**src/rtl/pm1_exponent_gen.sv**
```systemverilog
// rtl/pm1_exponent_gen.sv - p-1 exponent generator, E = lcm(1..B) via trial-division primes
// Optional trace outputs pp_valid/pp_value enabled by defining PM1_EXP_TRACE_EN.
module pm1_exponent_gen #(
   parameter int BOUND_W = 8,
   parameter int E_W     = 64
) (
   input  logic               clk,
   input  logic               rst_n,
   input  logic               start,
   input  logic [BOUND_W-1:0] boundary,
   output logic               busy,
   output logic               done,
   output logic [E_W-1:0]     e,
`ifdef PM1_EXP_TRACE_EN
   output logic               pp_valid,
   output logic [BOUND_W-1:0] pp_value,
`endif
   output logic               overflow
);

   localparam int P_W   = E_W + BOUND_W;
   localparam int CNT_W = $clog2(BOUND_W + 1);
   localparam int W2    = 2 * BOUND_W;

   typedef enum logic [2:0] {
      S_IDLE, S_NEXT_CAND, S_PRIME_TEST, S_POWER, S_MULT, S_DONE
   } state_t;

   state_t state, state_next;

   logic [BOUND_W-1:0] bound;
   logic [BOUND_W:0]   cand;
   logic [BOUND_W-1:0] d;
   logic [BOUND_W-1:0] q;
   logic [E_W-1:0]     acc;
   logic [P_W-1:0]     prod;
   logic [P_W-1:0]     mcand;
   logic [BOUND_W-1:0] qsh;
   logic [CNT_W-1:0]   mcnt;

   // Wide compares so that neither d*d nor q*cand can wrap.
   logic [W2-1:0]    dd;
   logic [W2-1:0]    pw;
   logic [BOUND_W:0] rem;
   logic [P_W-1:0]   psum;
   logic             cand_gt_b;
   logic             is_prime;
   logic             is_comp;
   logic             pw_fits;
   logic             mult_last;

   assign dd        = W2'(d) * W2'(d);
   assign pw        = W2'(q) * W2'(cand);
   assign rem       = cand % {1'b0, d};
   assign psum      = prod + (qsh[0] ? mcand : '0);
   assign cand_gt_b = cand > {1'b0, bound};
   assign is_prime  = dd > W2'(cand);
   assign is_comp   = rem == '0;
   assign pw_fits   = pw <= W2'(bound);
   assign mult_last = mcnt == CNT_W'(BOUND_W - 1);

   assign busy = (state != S_IDLE) && (state != S_DONE);
   assign done = state == S_DONE;

   // State register.
   always_ff @(posedge clk or negedge rst_n) begin
      if (!rst_n) state <= S_IDLE;
      else        state <= state_next;
   end

   // Next-state decode.
   always_comb begin
      state_next = state;
      case (state)
         S_IDLE, S_DONE: if (start) state_next = S_NEXT_CAND;
         S_NEXT_CAND:    state_next = cand_gt_b ? S_DONE : S_PRIME_TEST;
         S_PRIME_TEST: begin
            if (is_prime)     state_next = S_POWER;
            else if (is_comp) state_next = S_NEXT_CAND;
         end
         S_POWER:        if (!pw_fits) state_next = S_MULT;
         S_MULT:         if (mult_last) state_next = S_NEXT_CAND;
         default:        state_next = S_IDLE;
      endcase
   end

   // Datapath: candidate search, prime power build-up and shift-add multiply.
   always_ff @(posedge clk or negedge rst_n) begin
      if (!rst_n) begin
         bound    <= '0;
         cand     <= '0;
         d        <= '0;
         q        <= '0;
         acc      <= '0;
         prod     <= '0;
         mcand    <= '0;
         qsh      <= '0;
         mcnt     <= '0;
         e        <= E_W'(1);
         overflow <= 1'b0;
      end else begin
         case (state)
            S_IDLE, S_DONE: begin
               if (start) begin
                  bound    <= boundary;
                  acc      <= E_W'(1);
                  cand     <= (BOUND_W + 1)'(2);
                  overflow <= 1'b0;
               end
            end
            S_NEXT_CAND: begin
               d <= BOUND_W'(2);
               if (cand_gt_b) e <= acc;
            end
            S_PRIME_TEST: begin
               if (is_prime)     q    <= cand[BOUND_W-1:0];
               else if (is_comp) cand <= cand + 1'b1;
               else              d    <= d + 1'b1;
            end
            S_POWER: begin
               if (pw_fits) begin
                  q <= pw[BOUND_W-1:0];
               end else begin
                  prod  <= '0;
                  mcand <= P_W'(acc);
                  qsh   <= q;
                  mcnt  <= '0;
               end
            end
            S_MULT: begin
               prod  <= psum;
               mcand <= mcand << 1;
               qsh   <= qsh >> 1;
               mcnt  <= mcnt + 1'b1;
               if (mult_last) begin
                  acc      <= psum[E_W-1:0];
                  overflow <= overflow | (|psum[P_W-1:E_W]);
                  cand     <= cand + 1'b1;
               end
            end
            default: ;
         endcase
      end
   end

`ifdef PM1_EXP_TRACE_EN
   // Report each prime power on the edge that enters MULT.
   always_ff @(posedge clk or negedge rst_n) begin
      if (!rst_n) begin
         pp_valid <= 1'b0;
         pp_value <= '0;
      end else begin
         pp_valid <= (state == S_POWER) && !pw_fits;
         if ((state == S_POWER) && !pw_fits) pp_value <= q;
      end
   end
`endif

endmodule

```
**config.mk**
```make
export PLATFORM = sky130hd
export DESIGN_NAME = pm1_exponent_gen
export DESIGN_NICKNAME = d
export VERILOG_FILES = /design/src/rtl/pm1_exponent_gen.sv
export SDC_FILE = /design/constraint.sdc
export NUM_CORES = 1
export LEC_CHECK = 0
export CAP_MARGIN = 20
export CORE_UTILIZATION = 57
export CTS_CLUSTER_DIAMETER = 50
export DETAILED_ROUTE_END_ITERATION = 8
export HOLD_SLACK_MARGIN = 0.02
export PLACE_DENSITY = 0.78
export SKIP_CTS_REPAIR_TIMING = 1
export SYNTH_ARGS = -nofsm -noshare
export SYNTH_HDL_FRONTEND = slang
export SYNTH_SLANG_ARGS = --single-unit
export TNS_END_PERCENT = 30
```
**constraint.sdc**
```tcl
create_clock -name clk -period 14.92 [get_ports clk]
set_clock_uncertainty 0.15 [all_clocks]
set_input_delay 1.492 -clock clk [delete_from_list [all_inputs] [get_ports clk]]
set_output_delay 1.492 -clock clk [all_outputs]
set_load 0.05 [all_outputs]
```
# Word level (Yosys, flattened, before mapping)
# Index checks and enable logic that the tools add are counted.
# word_totals
input_bits	11
word_cells	91
reg_bits	321
# op_classes
muxes	33
div_mod_pow	1
eq_ne	16
add_sub_neg	4
order_cmp	3
n_mul	2
n_bitwise	1
n_reduce_logical	19
# op_table
cell	count
72-bit case mux with 2 select lines	2
72-bit 2-to-1 mux	3
64-bit 2-to-1 mux	2
64-bit case mux with 2 select lines	1
72-bit adder	1
8-bit case mux with 2 select lines	3
8-bit 2-to-1 mux	5
9-bit 2-to-1 mux	4
9-bit case mux with 3 select lines	1
3-bit 2-to-1 mux	6
16-bit by 9-bit greater-than comparator with 1-bit output	1
16-bit by 8-bit less-or-equal comparator with 1-bit output	1
8-bit by 8-bit multiplier with 16-bit output	1
8-bit by 9-bit multiplier with 16-bit output	1
2-bit inequality test, second input constant	8
3-bit case mux with 5 select lines	1
9-bit by 1-bit adder with 9-bit output, second input constant	1
9-bit by 8-bit greater-than comparator with 1-bit output	1
9-bit logical NOT	1
9-bit by 8-bit remainder unit with 9-bit output	1
3-bit AND reduction	3
8-bit by 1-bit adder with 8-bit output, second input constant	1
4-bit case mux with 2 select lines	1
2-bit nonzero test	4
18 further kinds	25

# Depth between registers and ports, before layout
# depth
word_depth	6
depth_mapped	61
ltp_nobuf	58

# Worst setup path before layout
# Ideal clock, no wire load.
# synth_timing
path_type	reg-to-reg
from	reg d[7]
to	reg cand[0]
path_stages_with_launch	59
t_arrival_ps	13942
slack_ps	703
required_time_ps	14645
period_less_slack_ps	14217
setup_time_ps	125
n_path_buf	3
cell_sequence	dfrtp_1 -> clkbuf_1 -> nor4_4 -> and3_1 -> a21oi_1 -> a21oi_1 -> ha_1 -> or4b_1 -> o311ai_0 -> a32oi_1 -> ha_1 -> nor2_1 -> a2111oi_4 -> a211oi_1 -> or2_2 -> ha_1 -> or2_2 -> o21ai_0 -> (+23 left out) -> ha_1 -> and4_1 -> a21boi_0 -> o41ai_1 -> a21boi_0 -> nor2_1 -> ha_1 -> nor2b_1 -> o21ai_0 -> a21oi_1 -> or4b_2 -> a311oi_1 -> o211ai_1 -> nor4_1 -> nand4b_1 -> a211oi_4 -> nor2_2 -> mux2_4
# synth_via
elab_chain_len	4
elab_cells_between_ends	7
cone_classes	mul (1); div (1); order compare (1); eq/ne (2); reduce/logical (2)
# synth_rtl
element	line	text
from (decl)	33	logic [BOUND_W-1:0] d;
from (signal assigned)	118	else d <= d + 1'b1;
9-bit by 8-bit remainder unit with 9-bit output or 8-bit by 8-bit multiplier with 16-bit output (tied branches)	54, 52	
9-bit logical NOT or 16-bit by 9-bit greater-than comparator with 1-bit output (tied branches)	58, 57	
2-bit inequality test (no source line)	--	
5-bit AND reduction (no source line) (*)	--	
to (signal assigned)	107	cand <= (BOUND_W + 1)'(2);
to (signal assigned)	117	else if (is_comp) cand <= cand + 1'b1;
to (signal assigned)	138	cand <= cand + 1'b1;
to (decl)	32	logic [BOUND_W:0] cand;
# Mark *: on every way between the ends. The rest lies on a longest branch, timed or not.
# A chain may end at the register's enable or synchronous reset.

# Final worst setup path
# layout_timing
from	reg d[6]
to	reg cand[2]
# Same word-level chain as after synthesis.

==> key figures <==
Status
  – Status: finished with violations
  – Failing checks: DRC

Setup path
  – Nature of the critical path endpoint: flip-flop
  – Critical path arrival: 14.48 ns
  – R2R setup slack: 0.73 ns
  – Reg-to-reg endpoint: cand[2]
  – Worst path required time: 15.21 ns
  – CP peak stage delay: 0.63 ns
  – R2R depth: 53
  – Type of origin of the critical path: flip-flop
  – Cell mode on critical path: ha_1
  – Slowest cell on the critical path: or4b_2
  – Worst-path fanout max: 11
  – Worst setup path startpoint: d[6]
  – Crit path kind: flip-flop to flip-flop
  – Launch point of the worst reg-to-reg path: d[6]

Clock network
  – Clock sinks: 321
  – H-Tree Depth: 2
  – CTS root buf: clkbuf_16
  – TritonCTS Buffers: 41
  – Clock Latency Late Sink: 0.58 ns
  – Worst-path clk slew: 0.06 ns
  – CTS tree: done
  – Max clock buf depth: 3

Route
  – Routed Antenna Nets: 0
  – Vias: 20300
  – Vias/cell: 6.04
  – DRT Pass-1 Iters: 9
  – Drc violations: 1
  – Routed wire length per instance: 17.8 um
  – Initial DRC count: 1718
  – Post-detailed-routing wire length: 59800 um

STA
  – Slew headroom: 28.3%
  – Crit share post-route: 95.1%
  – Final hold viol count: 0
  – Worst Max-Slew Pin Slew: 1.08 ns
  – Pins Over Slew Limit: 0
  – Final min period: 14.19 ns
  – Setup violators final: 0
  – Fmax: 70.5 MHz
  – Setup TNS: 0 ns

Floorplanning
  – Row count: 74
  – Die area: 42800 um^2
  – Die Span Y: 207 um
  – # IOs: 78
  – Die X: 207 um
  – Core area: 41100 um^2
  – Starting density of the core: 58.2%

Worst hold path
  – Hold Startpoint: prod[11]
  – Worst Hold Class: flip-flop to flip-flop
  – Hold Path Sink: prod[11]
  – Worst Hold Depth: 2

Logic synthesis
  – Mapped Area: 23900 um^2
  – Library cells used by synthesis: 86
  – Post-synth top area share: 33.5%
  – Number of synthesized flops with an enable pin: 0
  – Synth area leader: dfrtp_1
  – Average size of a mapped cell: 8.61 um^2
  – Largest cells by area after synthesis: dfrtp_1 (33%), ha_1 (11%), nand2_1 (6.5%)
  – Post-Synthesis Cells: 2780
  – Flops & latches, synth: 321
  – Yosys Warn Count: 0
  – Post-synth top flop: dfrtp_1
  – Sequential fraction of the synthesis area: 33.6%
  – Synth Net Count: 3069
  – Post-synth ARST share: 100%

GRT
  – Vias in the first global route: 20400
  – Remaining global-route overflow: 0
  – First-pass GRT wire length: 99400 um
  – Largest net degree at the start of global routing: 152
  – GRT Util Overall: 28.6%
  – Initial antenna violation count: 0

Final layout
  – N_diodes: 0
  – Commonest cells after routing, fill and taps aside: nand2_1 (415), dfrtp_1 (319), nor2_1 (277)
  – Non-filler cells, final: 3363
  – Most common cell after layout, fill and taps aside: nand2_1
  – Nets@finish: 3088
  – Design area: 26700 um^2
  – Layout area overhead: 11.7%
  – Layout cells sized above 1: 8.05%
  – Final core utilization: 65.1%

Placed design
  – Routability cong.: 0.966
  – DP HPWL: 42500 um
  – PortBufs: 77
  – Placed Instances: 3276
  – Placed Area: 25100 um^2

Flow run
  – Max-Cap Viols: 0
routing by layer:
layer	track usage [%]	up-vias	part of all wire (%)
li1	-	9710	-
met1	36.8	9825	43
met2	47.8	616	48
met3	3.80	158	5.1
met4	13.1	0	3.9
met5	0	-	0
flip-flops by register name (all words and copies together) (netlist names):
| name | cells |
|---|---|
| d | 8 |
| qsh | 8 |
| mcand | 72 |
| cand | 9 |
| acc | 64 |
| state | 3 |
| prod | 72 |
| e | 64 |
| bound | 8 |
| overflow | 1 |
| mcnt | 4 |
| q | 8 |
cells in the mapped netlist, types with 68 or more instances:
| cell type | number |
|---|---|
| clkbuf_1 | 125 |
| inv_1 | 150 |
| nor2_1 | 279 |
| and2_1 | 108 |
| ha_1 | 210 |
| nand2_1 | 417 |
| fa_1 | 68 |
| xnor2_1 | 72 |
| o21ai_0 | 175 |
| dfrtp_1 | 320 |
| o22ai_1 | 77 |
| mux2_2 | 76 |
| a21oi_1 | 153 |
cell type report:
cell class                      instances  area (um^2)
Clock buffer                           56         1180
Clock inverter                         19          244
Fill cell                            3384        14400
Inverter                              151          567
Multi-Input combinational cell       2173        15000
Sequential cell                       321         8040
Tap cell                              532          666
Timing Repair Buffer                  111         1070
critical path, delay by kind of cell, from the launching register on:
family	cells	cell delay (ns)
mux	3	0.91
flops	1	0.50
fa+ha+maj	8	2.60
buf+inv	3	0.52
simple gates	15	4.40
compound gates	24	5.00
per-stage QoR:
| stage | setup WS (ns) | hold WS [ns] |
|---|---|---|
| floorplan | 0.703 | 0.302 |
| global placement | 0.372 | 0.315 |
| detailed placement | -0.129 | 0.320 |
| CTS | -0.187 | 0.335 |
| global route | -0.0101 | 0.352 |
| finish | 0.732 | 0.331 |
how the worst max path moves through the flow:
stage	to	slack, ns	cells past startpoint
finish	cand[2]	0.73	53
global route	cand[7]	-0.01	58
CTS	d[7]	-0.19	52
detailed placement	d[7]	-0.13	52
global placement	d[7]	0.37	54
floorplan	cand[0]	0.70	58
cell families (layout without fill, tap and decap cells):
kind of cell	after synthesis	count (layout)	share of synthesized area (%)
compound gates	651	651	17.2
xor+xnor	113	113	4.13
simple gates	1042	1042	19.8
mux	89	89	4.14
flops	321	321	33.6
fa+ha+maj	278	278	16.7
buf+inv	286	337	4.51
Power is not shown: default switching activity piles up to over one toggle a cycle in this logic, so the estimate is an artifact.
